[src/rtl/RS5_pkg.sv]
// Shared types and defaults for the RS5 data-memory subsystem.
//   mem_owner_e     : which requester owns the RAM response in the current cycle
//   PLUGIN_MEM_BASE : default first byte address of the plugin-accessible window
//   PLUGIN_MEM_SIZE : default size in bytes of the plugin-accessible window
package RS5_pkg;

  typedef enum logic [1:0] {
    OWNER_NONE,
    OWNER_CPU,
    OWNER_PLG,
    OWNER_ERR
  } mem_owner_e;

  localparam logic [31:0] PLUGIN_MEM_BASE = 32'h0000_0000;
  localparam logic [31:0] PLUGIN_MEM_SIZE = 32'h0010_0000;

endpackage

[src/rtl/plugin_mem_arbiter.sv]
// Shares the single-port data RAM between the CPU data port and the image-plugin
// memory master. The CPU has priority; a saturating wait counter forces one plugin
// grant after MAX_WAIT lost cycles. Plugin accesses outside the window are answered
// with a zero-data completion and a sticky error, without touching memory.
// Ports:
//   clk, reset_n             : clock, asynchronous active-low reset
//   cpu_*                    : CPU data port (request, stall, read data)
//   plg_*                    : plugin master (request held until plg_ready_o pulse)
//   mem_*                    : RAM port, one-cycle read latency
//   err_o / err_clr_i        : sticky out-of-window error and its clear
//   stall_cnt_o              : wrapping count of CPU stall cycles
module plugin_mem_arbiter
  import RS5_pkg::*;
#(
  parameter logic [31:0] MEM_BASE = PLUGIN_MEM_BASE,
  parameter logic [31:0] MEM_SIZE = PLUGIN_MEM_SIZE,
  parameter int unsigned MAX_WAIT = 4
) (
  input  logic        clk,
  input  logic        reset_n,
  input  logic        cpu_en_i,
  input  logic [3:0]  cpu_we_i,
  input  logic [31:0] cpu_addr_i,
  input  logic [31:0] cpu_wdata_i,
  output logic [31:0] cpu_rdata_o,
  output logic        cpu_stall_o,
  input  logic        plg_req_i,
  input  logic        plg_we_i,
  input  logic [31:0] plg_addr_i,
  input  logic [31:0] plg_wdata_i,
  output logic [31:0] plg_rdata_o,
  output logic        plg_ready_o,
  output logic        mem_en_o,
  output logic [3:0]  mem_we_o,
  output logic [31:0] mem_addr_o,
  output logic [31:0] mem_wdata_o,
  input  logic [31:0] mem_rdata_i,
  output logic        err_o,
  input  logic        err_clr_i,
  output logic [31:0] stall_cnt_o
);

  localparam int unsigned WaitW = $clog2(MAX_WAIT + 1);
  localparam logic [WaitW-1:0] WaitMax = WaitW'(MAX_WAIT);

  mem_owner_e       resp_owner_q, resp_owner_d;
  logic             plg_outstanding_q, plg_outstanding_d;
  logic [WaitW-1:0] wait_cnt_q, wait_cnt_d;
  logic [31:0]      cpu_rdata_q, cpu_rdata_d;
  logic [31:0]      stall_cnt_q, stall_cnt_d;
  logic             err_q, err_d;

  logic plg_pending, plg_in_win, force_grant, plg_gnt, plg_err, cpu_gnt;

  always_comb begin
    plg_pending = plg_req_i && !plg_outstanding_q;
    // Unsigned wrap makes addresses below MEM_BASE fall outside the window.
    plg_in_win  = (plg_addr_i - MEM_BASE) < MEM_SIZE;
    force_grant = (wait_cnt_q == WaitMax);
    plg_gnt     = plg_pending && plg_in_win && (force_grant || !cpu_en_i);
    plg_err     = plg_pending && !plg_in_win;
    cpu_gnt     = cpu_en_i && !plg_gnt;

    mem_en_o    = 1'b0;
    mem_we_o    = 4'h0;
    mem_addr_o  = 32'h0;
    mem_wdata_o = 32'h0;
    if (plg_gnt) begin
      mem_en_o    = 1'b1;
      mem_we_o    = plg_we_i ? 4'hF : 4'h0;
      mem_addr_o  = {plg_addr_i[31:2], 2'b00};
      mem_wdata_o = plg_wdata_i;
    end else if (cpu_gnt) begin
      mem_en_o    = cpu_en_i;
      mem_we_o    = cpu_we_i;
      mem_addr_o  = cpu_addr_i;
      mem_wdata_o = cpu_wdata_i;
    end

    cpu_stall_o = cpu_en_i && plg_gnt;

    // An error response and a CPU grant can share a cycle, so the plugin completion
    // is tracked by plg_outstanding rather than by the owner alone.
    if (plg_gnt) begin
      resp_owner_d = OWNER_PLG;
    end else if (cpu_gnt) begin
      resp_owner_d = OWNER_CPU;
    end else if (plg_err) begin
      resp_owner_d = OWNER_ERR;
    end else begin
      resp_owner_d = OWNER_NONE;
    end
    plg_outstanding_d = plg_gnt || plg_err;

    plg_ready_o = plg_outstanding_q;
    plg_rdata_o = (resp_owner_q == OWNER_PLG) ? mem_rdata_i : 32'h0;
    cpu_rdata_o = (resp_owner_q == OWNER_CPU) ? mem_rdata_i : cpu_rdata_q;
    cpu_rdata_d = cpu_rdata_o;

    wait_cnt_d = wait_cnt_q;
    if (plg_outstanding_q) begin
      wait_cnt_d = '0;
    end else if (plg_pending && plg_in_win && cpu_gnt && !force_grant) begin
      wait_cnt_d = wait_cnt_q + WaitW'(1);
    end

    stall_cnt_d = cpu_stall_o ? stall_cnt_q + 32'd1 : stall_cnt_q;
    stall_cnt_o = stall_cnt_q;

    if (err_clr_i) begin
      err_d = 1'b0;
    end else if (plg_err) begin
      err_d = 1'b1;
    end else begin
      err_d = err_q;
    end
    err_o = err_q;
  end

  always_ff @(posedge clk or negedge reset_n) begin
    if (!reset_n) begin
      resp_owner_q      <= OWNER_NONE;
      plg_outstanding_q <= 1'b0;
      wait_cnt_q        <= '0;
      cpu_rdata_q       <= 32'h0;
      stall_cnt_q       <= 32'h0;
      err_q             <= 1'b0;
    end else begin
      resp_owner_q      <= resp_owner_d;
      plg_outstanding_q <= plg_outstanding_d;
      wait_cnt_q        <= wait_cnt_d;
      cpu_rdata_q       <= cpu_rdata_d;
      stall_cnt_q       <= stall_cnt_d;
      err_q             <= err_d;
    end
  end

endmodule

[config.mk]
export PLATFORM = sky130hd
export DESIGN_NAME = plugin_mem_arbiter
export DESIGN_NICKNAME = d
export VERILOG_FILES = /design/src/rtl/RS5_pkg.sv /design/src/rtl/plugin_mem_arbiter.sv
export SDC_FILE = /design/constraint.sdc
export NUM_CORES = 1
export LEC_CHECK = 0
export ABC_AREA = 1
export ABC_CLOCK_PERIOD_IN_PS = 1550
export BUFFER_PORTS_ARGS = -buffer_cell sky130_fd_sc_hd__buf_2
export CELL_PAD_IN_SITES_DETAIL_PLACEMENT = 1
export CELL_PAD_IN_SITES_GLOBAL_PLACEMENT = 1
export CORE_UTILIZATION = 24
export CTS_BUF_LIST = sky130_fd_sc_hd__clkbuf_8
export CTS_CLUSTER_SIZE = 40
export DETAILED_ROUTE_END_ITERATION = 12
export PLACE_DENSITY_LB_ADDON = 0.1
export SYNTH_ARGS = -nofsm -noshare
export SYNTH_HDL_FRONTEND = slang
export SYNTH_SLANG_ARGS = --single-unit
[constraint.sdc]
create_clock -name clk -period 1.55 [get_ports clk]
set_input_delay 0.155 -clock clk [delete_from_list [all_inputs] [get_ports clk]]
set_output_delay 0.155 -clock clk [all_outputs]
set_load 0.01 [all_outputs]
==> key figures <==
Worst hold path
  • Min-delay worst type: input pin to flop
  • HP Start: mem_rdata_i[5]
  • Hold Crit Depth: 3
  • WHS Endpoint: cpu_rdata_q[5]

Layout
  • Fillers: 2487
  • Post-route cell area: 9190 um^2
  • Final net count: 1359
  • Multi-input logic area: 3330 um^2
  • Layout cells sized above 1: 0.499
  • Area Overhead vs Synth: 93.7%
  • Sequential cell area: 1780 um^2
  • Non-Filler Instances: 1459

Worst setup path
  • Reg2reg path depth: 11
  • Top cell by count, worst path: inv_2
  • Crit-path cells: inv_2 -> ha_4 -> a21oi_4 -> inv_2 -> nand4_1 -> buf_12 -> buf_6 -> nand3_1 -> nand2_1 -> buf_2
  • Startpoint Class: flop
  • CP max stage delay: 0.38 ns
  • Crit Reg-Reg Endpoint: stall_cnt_o[26]
  • Reg2reg start: wait_cnt_q[1]
  • Critical path fanouts, max: 13
  • CP Data Arrival Time: 1.96 ns
  • CP max stage cell: dfrtp_1
  • CP required: 1.39 ns
  • CP Capture Type: output port
  • Worst reg2reg setup slack: -0.16 ns
  • CP Class: flop to output port

Route
  • WL/cell: 16.7 um
  • Pre-antenna DRT Iters: 4
  • Vias per cell: 4.46
  • Total Routed Length: 24400 um
  • Post-route antenna net violation count: 0
  • Remaining DRCs: 0
  • Detailed Route Iter0 Violations: 160
  • Routed vias: 6506

Logic synthesis
  • Commonest cells post-synth: nand2_1, nor2_1, inv_1, nand3_1, dfrtp_1
  • Post-Syn Nets: 960
  • Most frequent cell after synthesis: nand2_1
  • Post-synthesis cell type count: 20
  • Mean area per synthesized cell: 6.03 um^2
  • Ys Warns: 0
  • Seq cells post-synth: 71
  • Largest family of logic cells by synthesized area: simple AND/OR/NAND/NOR gates
  • Post-synthesis compound-gate area fraction: 0.0430
  • Synth Area in XOR/XNOR: 0.0221
  • Post-synthesis mux area share: 0
  • Post-synthesis sequential area ratio: 0.374
  • Area leader, netlist: dfrtp_1
  • Post-synthesis instance total: 787
  • Top_reg_cell synth: dfrtp_1
  • Top cells by area, synth: dfrtp_1, nand2_1, nand3_1
  • Yosys top cell area share: 0.374
  • Mapped Area: 4750 um^2
  • Post-Synth Simple-Gate Area: 0.456
  • Synth async-reset ratio: 1.00
  • Number of flops mapped to enable cells by yosys: 0
  • Adder-Cell Fraction of Synth Area: 0.00791

Pwr
  • Pwr/cell area: 570 nW/um^2
  • Worst IR Drop VDD: 0.360 mV
  • Leakage power: 0.00493 uW

Die
  • Starting density of the core: 0.245
  • I/O Pins: 338
  • Area of the core: 19400 um^2
  • Die ar.: 20300 um^2
  • Die height: 143 um
  • FP Rows: 51
  • Die Span X: 143 um

CTS
  • Clock sinks: 71
  • CTS tree: done
  • H-tree lvl count: 3
  • Reg clk slew, reported paths: 0.09 ns
  • CTS max path bufs: 2
  • Root buf cell: clkbuf_8
  • CTS Buf Count: 9
  • Worst-Skew Late Latency: 0.36 ns

GRT
  • Total track usage: 0.221
  • Largest net degree at the start of global routing: 58
  • Global-route wire length before repair: 34300 um
  • Global route total overflow: 0
  • Vias in the first global route: 6412
  • Antenna violations before repair: 4

STA
  • Worst-Margin Slew: 0.490 ns
  • Setup WS post-layout: -0.568 ns
  • Clock Skews: 0.0145 ns
  • Final setup viols: 134
  • Max_slew headroom: 0.673
  • Unrepaired setup endpoints after global routing: true
  • Final Hold Vio Count: 0
  • Crit path time final: 2.12 ns
  • Fin crit share: 1.37
  • Max Slew Vio Count: 0
  • Maximum clock rate: 472 MHz

Place
  • Placed Instance Area: 7340 um^2
  • Post-DP HPWL: 16800 um
  • Number of I/O port buffers: 335
  • Placed Cells incl. Taps: 1414
  • RePlAce Congestion: 0.795

Outcome
  • Failing checks: setup timing
  • Status: finished, violations left

Flow run
  • Max-cap violations: 0
==> stage by stage <==
| step | worst slack, ns | setup TNS (ns) | util | hold WS [ns] | total power (uW) |
|---|---|---|---|---|---|
| after floorplan | -0.0161 | -0.345 | - | -0.141 | 2440 |
| after global placement | -0.156 | -10.43 | 0.379 | 0.161 | 3020 |
| after detailed placement | -0.186 | -11.71 | 0.379 | 0.160 | 3030 |
| after CTS | -0.571 | -46.82 | 0.427 | 0.0287 | 4890 |
| after global routing | -0.666 | -61.61 | 0.474 | 0.0903 | 5490 |
| final | -0.568 | -48.29 | 0.474 | 0.0978 | 5240 |
==> kinds of logic after synthesis <==
family	Yosys count
AND/OR/NAND/NOR	545
flip-flops	71
adder cells (fa/ha/maj)	3
XOR/XNOR	12
buffers and inverters	116
AO/OA/AOI/OAI	40
==> report_power, final <==
| group | leakage (uW) | total [uW] | internal (uW) | switching, uW |
|---|---|---|---|---|
| clock | 0.0000893 | 1570 | 744 | 825 |
| combinational | 0.00392 | 1660 | 820 | 838 |
| sequential | 0.000922 | 2020 | 1960 | 53.5 |
| total | 0.00493 | 5240 | 3530 | 1720 |
==> repair_timing <==
item                                    CTS  global route
pin swaps                                 8             5
buffers inserted                         11             4
cloned                                   10             4
gates resized for setup                 128           177
hold buffers                              2             0
endpoints found under the setup margin  135           170
endpoints found under the hold margin    30             0
==> critical path: cells and delay by family (launching register included) <==
family | cells | cell delay [ns]
fa+ha+maj | 1 | 0.16
buf+inv | 5 | 0.54
compound gates | 1 | 0.18
flops | 1 | 0.38
simple gates | 3 | 0.33
==> per-layer routing <==
metal | up-vias | global-route usage | wire [um] | share of wire
met1 | 3120 | 0.250 | 9500 | 0.39
met5 | - | 0 | 0 | 0
met2 | 161 | 0.415 | 13400 | 0.55
li1 | 3209 | - | - | -
met4 | 0 | 0.0719 | 337 | 0.014
met3 | 16 | 0.0386 | 1110 | 0.045
==> flip-flops by register name (all words and copies together), names as in the netlist <==
name,count
err_o,1
plg_ready_o,1
stall_cnt_o,32
wait_cnt_q,3
cpu_rdata_q,32
resp_owner_q,2
==> placed cells by master (no fill, tap or decap), types with 6 or more instances in the layout <==
| master | n |
|---|---|
| nand2_1 | 291 |
| buf_2 | 267 |
| inv_1 | 76 |
| buf_6 | 74 |
| nand3_1 | 73 |
| dfrtp_1 | 69 |
| nor2_1 | 61 |
| nand2_2 | 58 |
| buf_4 | 49 |
| o21ai_4 | 29 |
| nor2_4 | 24 |
| nor2_2 | 21 |
| buf_12 | 18 |
| xnor2_1 | 9 |
| clkbuf_8 | 9 |
| buf_16 | 7 |
| inv_2 | 6 |
| nand3_2 | 6 |
| o21ai_0 | 6 |
==> layout make-up <==
class	count	area share
Tap cell	265	0.0361
Sequential cell	71	0.194
Multi-Input combinational cell	600	0.362
Timing Repair Buffer	423	0.353
Clock inverter	7	0.00789
Inverter	81	0.0331
Clock buffer	9	0.0135
Antenna cell	3	0.000817
==> worst max-delay path by stage <==
stage | start | end | slack, ns | depth (start not counted)
floorplan | wait_cnt_q[0] | mem_addr_o[22] | -0.02 | 8
global placement | wait_cnt_q[1] | mem_wdata_o[7] | -0.16 | 10
detailed placement | wait_cnt_q[1] | mem_addr_o[20] | -0.19 | 10
CTS | wait_cnt_q[1] | mem_wdata_o[3] | -0.57 | 11
global route | wait_cnt_q[1] | mem_wdata_o[17] | -0.67 | 10
finish | wait_cnt_q[1] | mem_wdata_o[7] | -0.57 | 10
No activity file was read; power rests on OpenSTA's default activity.
